<file path="src/rtl/serial_add_sub_pkg.sv">
// Shared types and sizing helpers for the serial adder/subtractor.
package serial_add_sub_pkg;

    localparam int STATE_W = 2;

    typedef enum logic [STATE_W-1:0] {
        ST_IDLE = 2'd0,
        ST_RUN  = 2'd1,
        ST_DONE = 2'd2
    } state_e;

    // Number of RUN cycles needed to walk the whole operand.
    function automatic int calc_steps(input int width, input int bpc);
        return width / bpc;
    endfunction

    // Step counter width; never narrower than one bit.
    function automatic int calc_cnt_w(input int steps);
        return (steps > 1) ? $clog2(steps) : 1;
    endfunction

endpackage

</file>
<file path="src/rtl/full_adder.sv">
// One-bit full adder cell used to build the slice ripple chain.
module full_adder (
    input  logic a_i,
    input  logic b_i,
    input  logic c_i,
    output logic s_o,
    output logic c_o
);

    assign s_o = a_i ^ b_i ^ c_i;
    assign c_o = (a_i & b_i) | (a_i & c_i) | (b_i & c_i);

endmodule

</file>
<file path="src/rtl/serial_add_sub.sv">
// Multi-cycle two's-complement adder/subtractor: LSB-first, BITS_PER_CYCLE
// bits per clock, carry held in a register between slices.
module serial_add_sub
    import serial_add_sub_pkg::*;
#(
    parameter int WIDTH          = 8,
    parameter int BITS_PER_CYCLE = 1
) (
    input  logic             clk_i,
    input  logic             rst_i,
    input  logic             start_i,
    input  logic             sub_i,
    input  logic             carry_in_i,
    input  logic [WIDTH-1:0] a_i,
    input  logic [WIDTH-1:0] b_i,
    output logic             ready_o,
    output logic             busy_o,
    output logic             done_o,
    output logic [WIDTH-1:0] sum_o,
    output logic             carry_out_o,
    output logic             overflow_o
);

    localparam int BPC   = BITS_PER_CYCLE;
    localparam int STEPS = calc_steps(WIDTH, BITS_PER_CYCLE);
    localparam int CNT_W = calc_cnt_w(STEPS);

    generate
        if ((WIDTH < 2) || ((WIDTH % BITS_PER_CYCLE) != 0)) begin : g_bad_params
            $error("serial_add_sub: WIDTH must be >= 2 and a multiple of BITS_PER_CYCLE");
        end
    endgenerate

    state_e             state_q, state_d;
    logic [WIDTH-1:0]   a_q, a_d;
    logic [WIDTH-1:0]   b_q, b_d;
    logic [WIDTH-1:0]   res_q, res_d;
    logic               carry_q, carry_d;
    logic [CNT_W-1:0]   cnt_q, cnt_d;
    logic [WIDTH-1:0]   sum_q, sum_d;
    logic               cout_q, cout_d;
    logic               ovf_q, ovf_d;

    logic [BPC:0]       chain_c_s;
    logic [BPC-1:0]     slice_sum_s;
    logic [WIDTH-1:0]   slice_ext_s;
    logic [WIDTH-1:0]   res_shift_s;
    logic               last_step_s;

    // Slice ripple chain: low bits of the operand registers plus the held carry.
    assign chain_c_s[0] = carry_q;
    for (genvar i = 0; i < BPC; i++) begin : g_slice
        full_adder u_fa (
            .a_i (a_q[i]),
            .b_i (b_q[i]),
            .c_i (chain_c_s[i]),
            .s_o (slice_sum_s[i]),
            .c_o (chain_c_s[i+1])
        );
    end

    // New slice bits enter the result register from the MSB side.
    assign slice_ext_s = WIDTH'(slice_sum_s);
    assign res_shift_s = (res_q >> BPC) | (slice_ext_s << (WIDTH - BPC));
    assign last_step_s = (cnt_q == CNT_W'(STEPS - 1));

    // Next-state and datapath control for IDLE/RUN/DONE.
    always_comb begin
        state_d = state_q;
        a_d     = a_q;
        b_d     = b_q;
        res_d   = res_q;
        carry_d = carry_q;
        cnt_d   = cnt_q;
        sum_d   = sum_q;
        cout_d  = cout_q;
        ovf_d   = ovf_q;
        case (state_q)
            ST_IDLE, ST_DONE: begin
                if (start_i) begin
                    // Subtraction is a + ~b + ~borrow_in.
                    a_d     = a_i;
                    b_d     = sub_i ? ~b_i : b_i;
                    carry_d = sub_i ? ~carry_in_i : carry_in_i;
                    res_d   = {WIDTH{1'b0}};
                    cnt_d   = {CNT_W{1'b0}};
                    state_d = ST_RUN;
                end else begin
                    state_d = ST_IDLE;
                end
            end
            ST_RUN: begin
                a_d     = a_q >> BPC;
                b_d     = b_q >> BPC;
                res_d   = res_shift_s;
                carry_d = chain_c_s[BPC];
                if (last_step_s) begin
                    // Publish only complete results; overflow uses the MSB cell's carries.
                    sum_d   = res_shift_s;
                    cout_d  = chain_c_s[BPC];
                    ovf_d   = chain_c_s[BPC] ^ chain_c_s[BPC-1];
                    cnt_d   = {CNT_W{1'b0}};
                    state_d = ST_DONE;
                end else begin
                    cnt_d   = cnt_q + CNT_W'(1);
                end
            end
            default: begin
                state_d = ST_IDLE;
            end
        endcase
    end

    // State and datapath registers with synchronous reset.
    always_ff @(posedge clk_i) begin
        if (rst_i) begin
            state_q <= ST_IDLE;
            a_q     <= {WIDTH{1'b0}};
            b_q     <= {WIDTH{1'b0}};
            res_q   <= {WIDTH{1'b0}};
            carry_q <= 1'b0;
            cnt_q   <= {CNT_W{1'b0}};
            sum_q   <= {WIDTH{1'b0}};
            cout_q  <= 1'b0;
            ovf_q   <= 1'b0;
        end else begin
            state_q <= state_d;
            a_q     <= a_d;
            b_q     <= b_d;
            res_q   <= res_d;
            carry_q <= carry_d;
            cnt_q   <= cnt_d;
            sum_q   <= sum_d;
            cout_q  <= cout_d;
            ovf_q   <= ovf_d;
        end
    end

    assign ready_o     = (state_q == ST_IDLE) || (state_q == ST_DONE);
    assign busy_o      = (state_q == ST_RUN);
    assign done_o      = (state_q == ST_DONE);
    assign sum_o       = sum_q;
    assign carry_out_o = cout_q;
    assign overflow_o  = ovf_q;

endmodule

</file>
<file path="config.mk">
export PLATFORM = sky130hd
export DESIGN_NAME = serial_add_sub
export DESIGN_NICKNAME = d
export VERILOG_FILES = /design/src/rtl/serial_add_sub_pkg.sv /design/src/rtl/full_adder.sv /design/src/rtl/serial_add_sub.sv
export SDC_FILE = /design/constraint.sdc
export NUM_CORES = 1
export LEC_CHECK = 0
export CAP_MARGIN = 30
export CORE_MARGIN = 4
export CORE_UTILIZATION = 40
export DETAILED_ROUTE_END_ITERATION = 8
export DONT_BUFFER_PORTS = 1
export PLACE_DENSITY = 0.67
export SLEW_MARGIN = 20
export SYNTH_ARGS = -nofsm -noshare
export SYNTH_HDL_FRONTEND = slang
export SYNTH_SLANG_ARGS = --single-unit
</file>
<file path="constraint.sdc">
create_clock -name clk_i -period 1.3 [get_ports clk_i]
set_input_delay 0.13 -clock clk_i [delete_from_list [all_inputs] [get_ports clk_i]]
set_output_delay 0.13 -clock clk_i [all_outputs]
set_load 0.03 [all_outputs]
</file>
==> results.md, run 1 <==
| Item | Value | Unit |
| --- | --- | --- |
| Run status | finished, final reports clean | - |
| Reg2Reg Capture Point | sum_o[0] | - |
| Area of all placed cells without fillers | 2030 | µm² |
| Final Routed Wirelength | 3490 | µm |
| CTS root buffer | clkbuf_8 | - |
| Setup slack of the critical path after layout | 0.0403 | ns |
| Required time of the critical path | 1.48 | ns |
| Final Non-Filler Cells | 255 | - |
| Pre-CTS setup slack | -0.0162 | ns |
| Shortest clock period the worst path allows after layout | 1.26 | ns |
| Portion of synthesized cell area occupied by the leading cell type | 48.1 | % |
| Initial DRT Pass Iterations | 4 | - |
| Post-Syn Instances | 189 | - |
| # port buffers | 0 | - |
| Core Footprint | 3800 | µm² |
| Transition at the pin with the smallest max-transition slack | 0.309 | ns |
| Diodes inserted | 0 | - |
| Top-level port count | 34 | - |
| Final Skew | 0.00771 | ns |
| First-pass GRT wire length | 5690 | µm |
| Via/cell ratio | 5.38 | - |
| Critical-path cell with the highest stage delay | dfxtp_2 | - |
| Number of distinct library cells after synthesis | 23 | - |
| Maximum fanout count along the critical path | 7 | - |
| FF-to-FF setup slack | 0.04 | ns |
| Share of final-layout standard cells stronger than drive strength 1 | 23.2 | % |
| Seq/Total Area, Yosys | 48.1 | % |
| Power per cell area | 1290 | nW/µm² |
| Total setup violations reported at the end of the flow | 0 | - |
| Die outline height | 71.7 | µm |
| Hold Path Class | primary input to flop | - |
| Clock latency of the later-clocked register in the worst-skew pair | 0.30 | ns |
| Total via count in the routed design | 1,373 | - |
| Number of antenna violations at the first check in global routing | 0 | - |
| Hold Vio Cnt, Final | 0 | - |
| Number of inserted filler cells in the final layout | 366 | - |
| Overall die area | 5140 | µm² |
| Delay contributed by the slowest stage of the critical path | 0.34 | ns |
| Cells along the critical path | ha_4 > ha_4 > and3b_2 > buf_6 > nand2_1 > a21oi_1 | - |
| DP Cell Count | 244 | - |
| Number of max-cap violations | 0 | - |
| Yosys warning count | 0 | - |
| Count of nets left with antenna violations after detail routing | 0 | - |
| Leakage power | 0.740 | nW |
| Unrepaired setup endpoints after global routing | true | - |
| GR Overflow Total | 0 | - |
| Clock transition at the register clock pins on the worst setup and hold paths after CTS | 0.07 | ns |
| Share of the clock period used by the worst path | 96.9 | % |
| Highest achievable clock rate | 794 | MHz |
| Final #Nets | 230 | - |
| Source of the worst hold timing path | a_i[3] | - |
| Number of rows created at floorplan | 22 | - |
| Hold endpoint | a_q[3] | - |
| Kind of capture point of the worst setup path | flop | - |
| CTS tree | built | - |
| Total DRC errors in the routed layout | 0 | - |
| Per-instance average area after synthesis | 8.59 | µm² |
| Overall track demand over capacity in global routing | 13.9 | % |
| H-tree depth | 2 | - |
| Number of cells traversed by the worst register-to-register path | 6 | - |
| Critical path startpoint category | flop | - |
| Starting utilization of the core area | 42.7 | % |
| Worst relative slew slack | 79.1 | % |
| Area growth from synthesis to layout | 24.9 | % |
| Classification of the worst setup path | flop to flop | - |
| Number of max-slew violations in the final report | 0 | - |
| Max Buffers Root-to-Sink | 2 | - |
| Nets in the synthesized netlist | 213 | - |
| Clock buffer count from CTS | 5 | - |
| GPL Wtd Cong | 0.697 | - |
| Most common cell after layout, fill and taps aside | dfxtp_1 | - |
| Crit path top cell by count | ha_4 | - |
| Die extent in x | 71.7 | µm |
| CTS sink cnt | 39 | - |
| Data arrival time of the critical path | 1.44 | ns |
| Cell area after placement | 1800 | µm² |
| Wire per inst | 13.7 | µm |
| Syn Std Cell Area | 1620 | µm² |
| Via count of the first global-routing pass | 1,264 | - |
| Launch point of the worst reg-to-reg path | cnt_q[0] | - |
| IR Drop Worst-Case VDD | 0.846 | mV |
| Initial DRC count | 89 | - |
| Most frequent cells in the layout | 35 x dfxtp_1, 34 x a21oi_1, 26 x nand3_1 | - |
| FF+latch count, synth | 39 | - |
| HPWL after detailed placement | 2190 | µm |
| Cell accounting for the most synthesized area | dfxtp_1 | - |
| Worst hold path cell count | 2 | - |
| Largest cells by area after synthesis | dfxtp_1 48%, a21oi_1 11%, nand3_1 8.0% | - |
| Largest net degree at the start of global routing | 40 | - |
-- cells in the mapped netlist, drive strengths merged --
| cell type | count |
|---|---|
| nand3 | 26 |
| clkinv | 1 |
| xnor2 | 1 |
| a31oi | 1 |
| fa | 1 |
| a211oi | 1 |
| and3b | 1 |
| dfxtp | 39 |
| nor2 | 4 |
| a21oi | 35 |
| clkbuf | 4 |
| nand2 | 28 |
| xor2 | 9 |
| nand3b | 2 |
| ha | 2 |
| o21a | 1 |
| nand2b | 2 |
| inv | 1 |
| a22oi | 15 |
| buf | 12 |
| nor4b | 1 |
| nor2b | 2 |
-- state kept, by name, indices dropped and copies added (netlist names) --
signal and flops:
cnt_q 3, res_q 7, a_q 8, sum_o 8, carry_q 1, carry_out_o 1
b_q 8, overflow_o 1, state_q 2
-- cell type report --
cell class	instances	area, µm²	share of cell area [%]
Multi-Input combinational cell	132	802	39.6
Sequential cell	39	788	38.9
Timing Repair Buffer	26	250	12.3
Clock buffer	6	82.6	4.07
Tap cell	48	60.1	2.96
Clock inverter	2	35.0	1.73
Inverter	2	8.76	0.432
-- worst max path at each step --
stage | from | end | slack (ns)
after floorplan | cnt_q[0] | overflow_o | 0.01
after global placement | cnt_q[0] | overflow_o | 0.02
after detailed placement | cnt_q[0] | overflow_o | -0.02
after CTS | cnt_q[0] | overflow_o | -0.004
after global routing | cnt_q[0] | sum_o[5] | 0.0003
final | cnt_q[0] | sum_o[0] | 0.04
-- report_power, final --
part	internal [mW]	switching, mW	total (mW)	leakage, nW
logic	0.119	0.167	0.285	0.360
clock network	0.621	0.425	1.05	0.0612
registers	1.24	0.0332	1.28	0.319
-- per-stage QoR --
step	hold WS [ns]	util [%]	power, mW	TNS [ns]
final	0.0285	53.4	2.61	0
after global routing	0.0410	53.4	2.71	0
after CTS	0.0268	51.6	2.61	-0.00367
after detailed placement	0.206	47.3	1.54	-0.0630
after global placement	0.203	47.3	1.54	0
after floorplan	0.266	-	1.50	0
-- repair_timing --
item,CTS,global route
buffers inserted,1,0
cloned,0,0
hold buffers,2,0
resized for setup,5,17
setup endpoints to repair,11,12
hold endpoints to repair,39,0
pin swaps,0,1
-- per-layer routing --
layer	up-vias	global-route usage, %	share of wire (%)
li1	695	-	-
met1	644	16.5	45
met2	27	22.7	47
met3	7	5.05	5.8
met4	0	5.64	1.6
met5	-	0	0
-- critical path, delay by kind of cell, from the launching register on --
family	cells	cell delay [ns]
fa+ha+maj	2	0.32
flops	1	0.34
simple gates	2	0.30
compound gates	1	0.05
buf+inv	1	0.14
-- cells by family after synthesis --
group | after synthesis | synth area share [%]
and+or+nand+nor | 66 | 19.0
AOI/OAI and AO/OA | 53 | 19.0
DFF | 39 | 48.1
buffers and inverters | 18 | 5.70
xor gates and xnor gates | 10 | 5.40
adders and majority gates | 3 | 2.78
Note: power is estimated with default switching activity, not from simulation.
==> inputs of run 2 (changes only) <==
==> constraint.sdc (replaced) <==
create_clock -name clk_i -period 1.14 [get_ports clk_i]
set_input_delay 0.114 -clock clk_i [delete_from_list [all_inputs] [get_ports clk_i]]
set_output_delay 0.114 -clock clk_i [all_outputs]
set_load 0.03 [all_outputs]
==> results.md, run 2 (synthesized netlist as in run 1, its figures left out) <==
| Item | Value | Unit | Change |
| --- | --- | --- | --- |
| Via/cell ratio | 5.57 | - | +3.4% |
| Initial DRC count | 48 | - | -46% |
| Cells along the critical path | ha_4 > ha_4 > buf_6 > nor4b_4 > a31oi_1 > nor2_1 | - |  |
| Area of all placed cells without fillers | 2330 | µm² | +15% |
| Launch point of the worst reg-to-reg path | cnt_q[1] | - |  |
| Largest net degree at the start of global routing | 40 | - | unchanged |
| Setup slack of the critical path after layout | -0.0777 | ns | -0.118 ns |
| CTS tree | built | - |  |
| Highest achievable clock rate | 821 | MHz | +3.4% |
| Count of nets left with antenna violations after detail routing | 0 | - | unchanged |
| Number of antenna violations at the first check in global routing | 0 | - | unchanged |
| Number of cells traversed by the worst register-to-register path | 6 | - | unchanged |
| Hold endpoint | state_q[1] | - |  |
| CTS root buffer | clkbuf_8 | - |  |
| Via count of the first global-routing pass | 1,396 | - | +10% |
| CTS sink cnt | 39 | - | unchanged |
| Delay contributed by the slowest stage of the critical path | 0.34 | ns | about the same |
| Area growth from synthesis to layout | 43.9 | % |  |
| Critical-path cell with the highest stage delay | dfxtp_2 | - |  |
| Maximum fanout count along the critical path | 4 | - | -3 |
| GR Layer Usage met3 | 4.21 | % | -0.84 points |
| Run status | finished, violations left | - |  |
| Transition at the pin with the smallest max-transition slack | 0.261 | ns | -0.0482 ns |
| Most Used Layer, Global Route | met2 | - |  |
| Required time of the critical path | 1.36 | ns | -0.12 ns |
| H-tree depth | 2 | - | unchanged |
| Worst relative slew slack | 82.6 | % | +3.5 points |
| Overall die area | 5140 | µm² | unchanged |
| Number of max-slew violations in the final report | 0 | - | unchanged |
| FF-to-FF setup slack | -0.08 | ns | -0.12 ns |
| Pre-CTS setup slack | -0.200 | ns | -0.184 ns |
| Die extent in x | 71.7 | µm | unchanged |
| Number of buffers and inverters on the critical path | 1 | - | unchanged |
| Critical path startpoint category | flop | - |  |
| Clock latency of the later-clocked register in the worst-skew pair | 0.29 | ns | about the same |
| Source of the worst hold timing path | rst_i | - |  |
| Fraction of the core area covered by cells at the end of the flow | 61.5 | % | +8.1 points |
| Classification of the worst setup path | flop to flop | - |  |
| Total DRC errors in the routed layout | 0 | - | unchanged |
| Final #Nets | 239 | - | +3.9% |
| Worst hold path cell count | 1 | - | -1 |
| Crit-path leading delay family | flip-flops | - |  |
| Overall track demand over capacity in global routing | 15.5 | % | +1.6 points |
| Violated checks | negative hold slack, negative setup slack | - |  |
| Top-level port count | 34 | - | unchanged |
| Most common cell after layout, fill and taps aside | dfxtp_1 | - |  |
| Total setup violations reported at the end of the flow | 29 | - | +29 |
| Data arrival time of the critical path | 1.44 | ns | about the same |
| Die outline height | 71.7 | µm | unchanged |
| Number of max-cap violations | 0 | - | unchanged |
| Final Non-Filler Cells | 264 | - | +3.5% |
| Clock buffer count from CTS | 5 | - | unchanged |
| Clock transition at the register clock pins on the worst setup and hold paths after CTS | 0.07 | ns | about the same |
| Final Skew | 0.00364 | ns | -0.00407 ns |
| Diodes inserted | 0 | - | unchanged |
| Crit path top cell by count | ha_4 | - |  |
| Wire per inst | 16.2 | µm | +18% |
| Initial DRT Pass Iterations | 4 | - | unchanged |
| Number of rows created at floorplan | 22 | - | unchanged |
| # port buffers | 0 | - | unchanged |
| IR Drop Worst-Case VDD | 0.769 | mV | -9.2% |
| Max Buffers Root-to-Sink | 2 | - | unchanged |
| Most frequent cells in the layout | 33 x dfxtp_1, 26 x nand3_1, 21 x buf_4 | - |  |
| GR Overflow Total | 0 | - | unchanged |
| Cell area after placement | 1840 | µm² | +2.4% |
| Hold_ws | -0.121 | ns | -0.150 ns |
| Power per cell area | 1320 | nW/µm² | +2.8% |
| Met1 global-route usage | 18.0 | % | +1.5 points |
| Number of inserted filler cells in the final layout | 319 | - | -13% |
| Kind of capture point of the worst setup path | flop | - |  |
| Core Footprint | 3800 | µm² | unchanged |
| Sum of negative setup slack | -0.944 | ns | -0.944 ns |
| Hold Path Class | primary input to flop | - |  |
| Starting utilization of the core area | 42.7 | % | unchanged |
| DP Cell Count | 245 | - | +0.41% |
| Share of final-layout standard cells stronger than drive strength 1 | 47.2 | % | +24 points |
| Shortest clock period the worst path allows after layout | 1.22 | ns | -0.0419 ns |
| Unrepaired setup endpoints after global routing | true | - |  |
| Critical path depth | 6 | - | unchanged |
| Total via count in the routed design | 1,470 | - | +7.1% |
| Share of the clock period used by the worst path | 107 | % | +9.9 points |
| Leakage power | 0.840 | nW | +14% |
| HPWL after detailed placement | 2300 | µm | +5.3% |
| Routing usage on met2 | 27.8 | % | +5.1 points |
| Final Routed Wirelength | 4270 | µm | +22% |
| Hold Vio Cnt, Final | 39 | - | +39 |
| GPL Wtd Cong | 0.729 | - | +4.7% |
| First-pass GRT wire length | 6330 | µm | +11% |
| Reg2Reg Capture Point | cnt_q[0] | - |  |
==> run 2: changes by cell type in the layout (fill, tap and decap cells not counted), sizes merged <==
cell and change:
buf +7, clkbuf +2, and3b +1, dlygate4sd3 -1
==> run 2: layout make-up <==
| cell class | count | area, µm² | area share [%] |
|---|---|---|---|
| Multi-Input combinational cell | 133 | 988 | 42.3 |
| Sequential cell | 39 | 791 | 33.9 |
| Timing Repair Buffer | 34 | 365 | 15.6 |
| Clock buffer | 6 | 82.6 | 3.54 |
| Tap cell | 48 | 60.1 | 2.57 |
| Clock inverter | 2 | 35.0 | 1.50 |
| Inverter | 2 | 12.5 | 0.536 |
==> run 2: through the flow <==
| step | hold slack, ns | power, mW |
|---|---|---|
| after floorplan | 0.250 | 1.72 |
| after global placement | 0.181 | 1.76 |
| after detailed placement | 0.184 | 1.78 |
| after CTS | -0.127 | 3.02 |
| after global routing | -0.136 | 3.20 |
| final | -0.121 | 3.09 |
==> run 2: worst register-to-register path, stage by stage, from the launching register on <==
cell     delay [ns]
dfxtp_2        0.34
ha_4           0.16
ha_4           0.16
buf_6          0.12
nor4b_4        0.20
a31oi_1        0.08
nor2_1         0.09
==> run 2: how the worst max path moves through the flow <==
stage	from	end	slack [ns]
2_1_floorplan	cnt_q[0]	carry_out_o	-0.02
3_3_place_gp	cnt_q[1]	overflow_o	-0.15
3_5_place_dp	cnt_q[1]	overflow_o	-0.20
4_1_cts	cnt_q[1]	overflow_o	-0.08
5_1_grt	cnt_q[1]	cnt_q[0]	-0.17
6_report	cnt_q[1]	cnt_q[0]	-0.08
==> run 2: power breakdown <==
group	total (mW)	switching [mW]	internal [mW]
sequential	1.46	0.0408	1.42
clock	1.19	0.478	0.708
combinational	0.440	0.220	0.220
==> run 2: layer usage <==
metal  wire length (µm)  vias to the layer above
met2               2250                       44
met5                  0                        -
li1                   -                      716
met3                206                        4
met4                 37                        0
met1               1770                      706
==> run 2: what timing repair did <==
| item | in CTS | in global routing |
|---|---|---|
| gates cloned | 3 | 3 |
| buffers inserted | 5 | 0 |
| endpoints found under the hold margin | 39 | 39 |
| setup endpoints to repair | 40 | 41 |
| resized for setup | 36 | 36 |
| pin swaps | 17 | 32 |
